$ cat src/rtl/addsub_pipe.sv
// Pipelined two's-complement adder/subtractor. The carry chain is cut into STAGES chunks of
// WIDTH/STAGES bits; operands are skewed in and sums deskewed out so one op issues per cycle.
module addsub_pipe #(
  parameter int unsigned WIDTH  = 16,
  parameter int unsigned STAGES = 4
) (
  input  logic             clk,
  input  logic             rst,
  input  logic             in_valid,
  output logic             in_ready,
  input  logic [WIDTH-1:0] a,
  input  logic [WIDTH-1:0] b,
  input  logic             sub,
  input  logic             cin,
  output logic             out_valid,
  input  logic             out_ready,
  output logic [WIDTH-1:0] result,
  output logic             cout,
  output logic             ovf,
  output logic             zero,
  output logic             neg
);

  localparam int unsigned CW = WIDTH / STAGES;

  if (STAGES < 1 || WIDTH % STAGES != 0) begin : g_param_check
    $error("addsub_pipe: STAGES must be >= 1 and divide WIDTH evenly");
  end

  // Single global advance: the whole pipe moves or holds as one, bubbles included.
  logic adv;
  assign adv      = out_ready | ~out_valid;
  assign in_ready = adv;

  for (genvar g = 0; g < STAGES; g++) begin : g_stage
    localparam int unsigned RW = WIDTH - g * CW;  // operand bits not yet consumed
    localparam int unsigned SW = (g + 1) * CW;    // sum bits resolved after this stage

    logic [RW-1:0] a_in;
    logic [RW-1:0] b_in;
    logic          c_in;
    logic          v_in;
    logic          v_q;
    logic [CW:0]   chunk;
    logic [SW-1:0] s_new;

    if (g == 0) begin : g_head
      // Subtraction is a + ~b + ~cin, so cin acts as a borrow.
      assign a_in  = a;
      assign b_in  = b ^ {WIDTH{sub}};
      assign c_in  = cin ^ sub;
      assign v_in  = in_valid;
      assign s_new = chunk[CW-1:0];
    end else begin : g_tail
      assign a_in  = g_stage[g-1].g_fwd.a_q;
      assign b_in  = g_stage[g-1].g_fwd.b_q;
      assign c_in  = g_stage[g-1].g_fwd.c_q;
      assign v_in  = g_stage[g-1].v_q;
      assign s_new = {chunk[CW-1:0], g_stage[g-1].g_fwd.s_q};
    end

    assign chunk = {1'b0, a_in[CW-1:0]} + {1'b0, b_in[CW-1:0]} + {{CW{1'b0}}, c_in};

    always_ff @(posedge clk) begin
      if (rst) begin
        v_q <= 1'b0;
      end else if (adv) begin
        v_q <= v_in;
      end
    end

    if (g < STAGES - 1) begin : g_fwd
      logic [RW-CW-1:0] a_q;
      logic [RW-CW-1:0] b_q;
      logic [SW-1:0]    s_q;
      logic             c_q;

      // Data registers load only with a valid slot; bubbles leave them untouched.
      always_ff @(posedge clk) begin
        if (rst) begin
          a_q <= '0;
          b_q <= '0;
          s_q <= '0;
          c_q <= 1'b0;
        end else if (adv && v_in) begin
          a_q <= a_in[RW-1:CW];
          b_q <= b_in[RW-1:CW];
          s_q <= s_new;
          c_q <= chunk[CW];
        end
      end
    end else begin : g_last
      logic [WIDTH-1:0] s_q;
      logic             c_q;
      logic             ovf_q;
      logic             zero_q;
      logic             msb_cin;

      // Carry into the MSB recovered from the MSB sum bit and its operands.
      assign msb_cin = a_in[CW-1] ^ b_in[CW-1] ^ chunk[CW-1];

      always_ff @(posedge clk) begin
        if (rst) begin
          s_q    <= '0;
          c_q    <= 1'b0;
          ovf_q  <= 1'b0;
          zero_q <= 1'b0;
        end else if (adv && v_in) begin
          s_q    <= s_new;
          c_q    <= chunk[CW];
          ovf_q  <= msb_cin ^ chunk[CW];
          zero_q <= ~|s_new;
        end
      end
    end
  end

  assign out_valid = g_stage[STAGES-1].v_q;
  assign result    = g_stage[STAGES-1].g_last.s_q;
  assign cout      = g_stage[STAGES-1].g_last.c_q;
  assign ovf       = g_stage[STAGES-1].g_last.ovf_q;
  assign zero      = g_stage[STAGES-1].g_last.zero_q;
  assign neg       = result[WIDTH-1];

endmodule

$ cat config.mk
export PLATFORM = sky130hd
export DESIGN_NAME = addsub_pipe
export DESIGN_NICKNAME = d
export VERILOG_FILES = /design/src/rtl/addsub_pipe.sv
export SDC_FILE = /design/constraint.sdc
export NUM_CORES = 1
export LEC_CHECK = 0
export CAP_MARGIN = 20
export CELL_PAD_IN_SITES_DETAIL_PLACEMENT = 0
export CELL_PAD_IN_SITES_GLOBAL_PLACEMENT = 1
export CORE_MARGIN = 2
export CORE_UTILIZATION = 44
export DETAILED_ROUTE_END_ITERATION = 6
export PLACE_DENSITY = 0.82
export RECOVER_POWER = 50
export SYNTH_ARGS = -nofsm -noshare
export SYNTH_HDL_FRONTEND = slang
export SYNTH_SLANG_ARGS = --single-unit
$ cat constraint.sdc
create_clock -name clk -period 3.9 [get_ports clk]
set_clock_uncertainty 0.2 [all_clocks]
set_input_delay 0.39 -clock clk [delete_from_list [all_inputs] [get_ports clk]]
set_output_delay 0.39 -clock clk [all_outputs]
set_load 0.05 [all_outputs]
==> results.cfg, run 1 <==
[timing]
worstMarginPinSlew_ns = 1.78
fin_crit_ns = 3.00
hold_viol = 0
maxSlewHeadroom_pct = -18.7
grt_setup_unrepaired = no
setup_ws_ns = 0.902
drv_slew = 43
fin_tns_setup_ns = 0
timing.hold.ws_ns = 0.241
setup_violations = 0
fmax_ghz = 0.334
timing.final.crit_share_pct = 76.9

[placed_design]
place_area_um2 = 4720
port_buffers = 59
pre_cts_ws_ns = 1.07
post-dp-hpwl_mm = 5.65
gp_congestion = 0.725

[grt]
antenna_found_initial = 0
grt_busiest_layer = met2
grt_util_all_layers_pct = 17.3
met1_usage_pct = 25.0
met2_usage_pct = 26.1
grtUsageMet3_pct = 2.91
grt_pass1_wl_mm = 14.1
grt_pass1_vias = 2906
grt-ovfl-total = 0
grt_max_degree = 58

[synth]
syn_inst = 479
synth_seq_area_share_pct = 47.7
synth_edf_count = 0
async_reset_ff_share_pct = 0
ys_types = 35
synth_xor_area_share_pct = 4.68
synth_top_family_by_area = simple AND/OR/NAND/NOR gates
ys.flop_type = dfxtp_1
ys_ff_latch = 98
syn-cell-area_um2 = 4120
yosysWarnings = 0
synth_nets = 537
ys_top_cells_by_area = dfxtp_1 48%, nand2_1 13%, a21oi_1 9.4%
synth-simple-area-share_pct = 20.0
synth_top_area_share_pct = 47.7
syn_avg_cell_area_um2 = 8.59
synth_mux_area_share_pct = 0
yosys.area.top_type = dfxtp_1
synth_compound_area_share_pct = 15.5
synth_adder_area_share_pct = 7.54

[run_status]
status = finished with violations
violations = capacitance limit, slew limit

[hold_path]
min_path_type = reg2reg
worstHoldStart = g_stage[0].g_fwd.a_q[8]

[setup_path]
cpPeakStageDelay_ns = 1.28
reg2reg_from = out_valid
path_max_fanout = 42
worstSetupPathType = in2reg
worstPathArrival_ns = 3.09
required_ns = 3.99
cp-start-kind = input pin
crit_path_cell_trace = dlygate4sd3_1 > nor2b_1 > inv_4 > and2_1 > clkbuf_1 > nand2_1 > a21oi_1
cp_slowest_cell = clkbuf_1
critPathLaunch = out_ready
cp-end-kind = register

[routing]
vias_per_cell = 4.98
routedWlPerCell_um = 12.7
dr.pass1.iters = 4
drc_errors = 0
totalWireLength_mm = 8.09
postRouteAntennaNets = 0
num_vias = 3165
dr.first_iter.drc_count = 104

[final_layout]
antennaDiodeCount = 0
stdcell_area_um2 = 4910
final_nets = 579
final_common_cell = nand2_1
syn2layout_area_growth_pct = 19.3
drive_gt1_share_pct = 4.00
fin_util_pct = 53.6
mostFrequentLayoutCells = 144 x nand2_1, 98 x dfxtp_1, 77 x a21oi_1

[power_and_ir_drop]
leakage_uw = 0.00181
powerDensity_nw_per_um2 = 401
ir_worst_vdd_uv = 177

[clocking]
clk_pin_slew_ns = 0.09
clock_sinks = 98
post_cts_buffers = 0
htree_levels = 3
ctsLongestPathBuffers = 2
root_buffer = clkbuf_8
cts_tree = done
insertion_delay_ns = 0.35
postCtsHoldBufs = 0
cts_made_buffers = 9
ctsResizeCount = 0

[die]
start_util_pct = 45.0
core_um2 = 9150
num_rows = 35
die_x_um = 101
io_pins = 60
dieHeight_um = 101
dieArea_um2 = 10100

[flow_run]
drv_cap = 1
==> critical path, delay by kind of cell <==
kind	cells	cell delay, ns
buffers and inverters	3	1.95
and+or+nand+nor	3	0.54
AOI/OAI and AO/OA	1	0.19
==> flip-flops by register name, summed over array words and instances, names as in the netlist <==
register,count
cout,1
g_stage.g_fwd.c_q,3
ovf,1
g_stage.g_fwd.b_q,24
result,16
g_stage.g_fwd.s_q,24
out_valid,1
zero,1
g_stage.g_fwd.a_q,24
g_stage.v_q,3
==> synth_stat cells, types with 6 or more instances <==
library cell and n:
nand2_1 144, dfxtp_1 98, a21oi_1 77, nor2_1 22, a211oi_1 19, xnor2_1 16
buf_2 15, clkbuf_1 14, ha_1 12, fa_1 8, a21o_1 7, xor2_1 6
==> through the flow <==
step           total power [uW]  instances
2_1_floorplan              1230        479
3_3_place_gp               1300        621
3_5_place_dp               1300        621
4_1_cts                    1990        636
5_1_grt                    2060        636
6_report                   1970        636
==> worst paths after layout <==
| kind | cells after the start | slack (ns) | endpoint |
|---|---|---|---|
| setup / recovery | 7 | 0.90 | g_stage[0].g_fwd.a_q[8] |
| setup reg to reg | 6 | 1.06 | g_stage[0].g_fwd.a_q[8] |
| hold reg to reg | 2 | 0.24 | g_stage[1].g_fwd.a_q[4] |
| hold / removal | 2 | 0.24 | g_stage[1].g_fwd.a_q[4] |
==> cell families (layout without fill, tap and decap cells) <==
group	after synthesis	after routing
AO/OA/AOI/OAI	108	108
adder cells (fa/ha/maj)	20	20
AND/OR/NAND/NOR	193	193
flip-flops	98	98
XOR/XNOR	22	22
buffers and inverters	38	84
==> routing by layer <==
| layer | up-vias | part of all wire, % |
|---|---|---|
| li1 | 1682 | - |
| met1 | 1405 | 52 |
| met2 | 67 | 42 |
| met3 | 11 | 3.9 |
| met4 | 0 | 1.7 |
| met5 | - | 0 |
==> where the power goes <==
part,switching [uW],total (uW),leakage [uW],internal (uW)
combinational,115,215,0.000906,100
sequential,22.8,1060,0.000798,1040
clock,335,693,0.000107,358
==> final cells by class <==
| class | instances | area, um^2 |
|---|---|---|
| Fill cell | 884 | 4240 |
| Clock buffer | 10 | 128 |
| Inverter | 5 | 21.3 |
| Sequential cell | 98 | 1960 |
| Clock inverter | 5 | 78.8 |
| Multi-Input combinational cell | 343 | 1960 |
| Timing Repair Buffer | 64 | 624 |
| Tap cell | 111 | 139 |
(Power assumes the default switching activity.)
==> run 2, diff against run 1 <==
- CORE_UTILIZATION: 44 -> 37
- PLACE_DENSITY: 0.82 -> 0.73
- clock period: 3.9 -> 2.6 ns (I/O delays scaled with it)
==> results.cfg, run 2 (synthesized netlist as in run 1, its figures left out) <==
[routing]
dr.first_iter.drc_count = 136
routedWlPerCell_um = 12.1
postRouteAntennaNets = 0
drc_errors = 0
num_vias = 3168
vias_per_cell = 4.70
dr.pass1.iters = 4
totalWireLength_mm = 8.13

[setup_path]
worstSetupPathType = reg2reg
cp-start-kind = register
required_ns = 2.67
cp-end-kind = register
path_max_fanout = 3
worstPathArrival_ns = 2.50

[grt]
grt_util_all_layers_pct = 14.9
grt_pass1_wl_mm = 14.2
grt_max_degree = 54
grt_pass1_vias = 3041
antenna_found_initial = 0
grt-ovfl-total = 0

[final_layout]
antennaDiodeCount = 0
layout.cells.non_filler = 674
final_common_cell = nand2_1
drive_gt1_share_pct = 6.18
syn2layout_area_growth_pct = 21.9
fill_cells = 1115
mostFrequentLayoutCells = 144 x nand2_1, 98 x dfxtp_1, 77 x a21oi_1
reg_top3 = g_stage.g_fwd.a_q: 24 flops, g_stage.g_fwd.b_q: 24 flops, g_stage.g_fwd.s_q: 24 flops
stdcell_area_um2 = 5020
final_nets = 587

[die]
core_um2 = 10800
num_rows = 38
dieArea_um2 = 12000
io_pins = 60
start_util_pct = 38.0
dieHeight_um = 109
die_x_um = 109

[placed_design]
placedCellCount = 657
gp_congestion = 0.734
place_area_um2 = 4810
post-dp-hpwl_mm = 6.02
port_buffers = 59

[timing]
fin_crit_ns = 2.42
fin_tns_setup_ns = 0
setup_violations = 0
fmax_ghz = 0.413
worstMarginPinSlew_ns = 0.834
timing.final.crit_share_pct = 93.2
drv_slew = 0
grt_setup_unrepaired = no
hold_viol = 0
maxSlewHeadroom_pct = 44.4

[flow_run]
drv_cap = 0

[power_and_ir_drop]
leakage_uw = 0.00184
powerDensity_nw_per_um2 = 600
ir_worst_vdd_uv = 248

[clocking]
htree_levels = 3
post_cts_buffers = 0
cts_tree = done
root_buffer = clkbuf_8
cts_made_buffers = 9
clk_pin_slew_ns = 0.09
ctsResizeCount = 0
insertion_delay_ns = 0.35
clock_sinks = 98
postCtsHoldBufs = 0
ctsLongestPathBuffers = 2

[hold_path]
min_path_type = in2reg

[run_status]
status = finished clean
[run 2: changes by cell type in the layout (fill, tap and decap cells not counted), sizes merged]
cell	change
clkdlybuf4s50	+6
buf	+4
clkbuf	+5
clkinv	+1
dlygate4sd3	-7
[run 2: stage by stage]
| step | hold slack, ns | power, uW | setup slack (ns) | utilization [%] |
|---|---|---|---|---|
| after floorplan | 0.196 | 1840 | 0.135 | - |
| after global placement | 0.244 | 1960 | -0.0516 | 44.4 |
| after detailed placement | 0.248 | 1970 | -0.0800 | 44.4 |
| after CTS | 0.137 | 3050 | 0.0855 | 46.4 |
| after global routing | 0.167 | 3160 | 0.0216 | 46.3 |
| final | 0.147 | 3010 | 0.177 | 46.3 |
[run 2: per-layer routing]
metal  up-vias  part of all wire [%]  track usage, %
met4         0                  0.47            3.53
met3         4                   4.7            3.85
met2        65                    42            22.4
met5         -                     0               0
met1      1402                    52            21.2
li1       1697                     -               -
[run 2: path summary, 6_finish.rpt]
check,startpoint,end,slack [ns],cells past startpoint
min,rst,result[3],0.15,2
max,g_stage[2].g_fwd.a_q[0],ovf,0.18,6
min reg2reg,result[3],result[3],0.26,2
max reg2reg,g_stage[2].g_fwd.a_q[0],ovf,0.18,6
[run 2: where the power goes]
part           internal (uW)  switching (uW)
clock network            570             518
registers               1560            35.9
logic                    156             171
[run 2: area by class of cell]
class                   count  area [um^2]  share of cell area, %
well taps                 140          175                   3.49
clock inverters             6         87.6                   1.75
multi-input cells         343         1960                   39.1
flip-flops and latches     98         1960                   39.1
inverters                   5         21.3                  0.424
clock buffers              10          138                   2.74
repair buffers             72          669                   13.3
[run 2: worst max-delay path, stage by stage (launching register included)]
cell	delay, ns
dfxtp_1	0.33
fa_1	0.46
fa_1	0.42
a21o_1	0.20
a2111oi_4	0.38
a21oi_1	0.09
a221oi_2	0.26
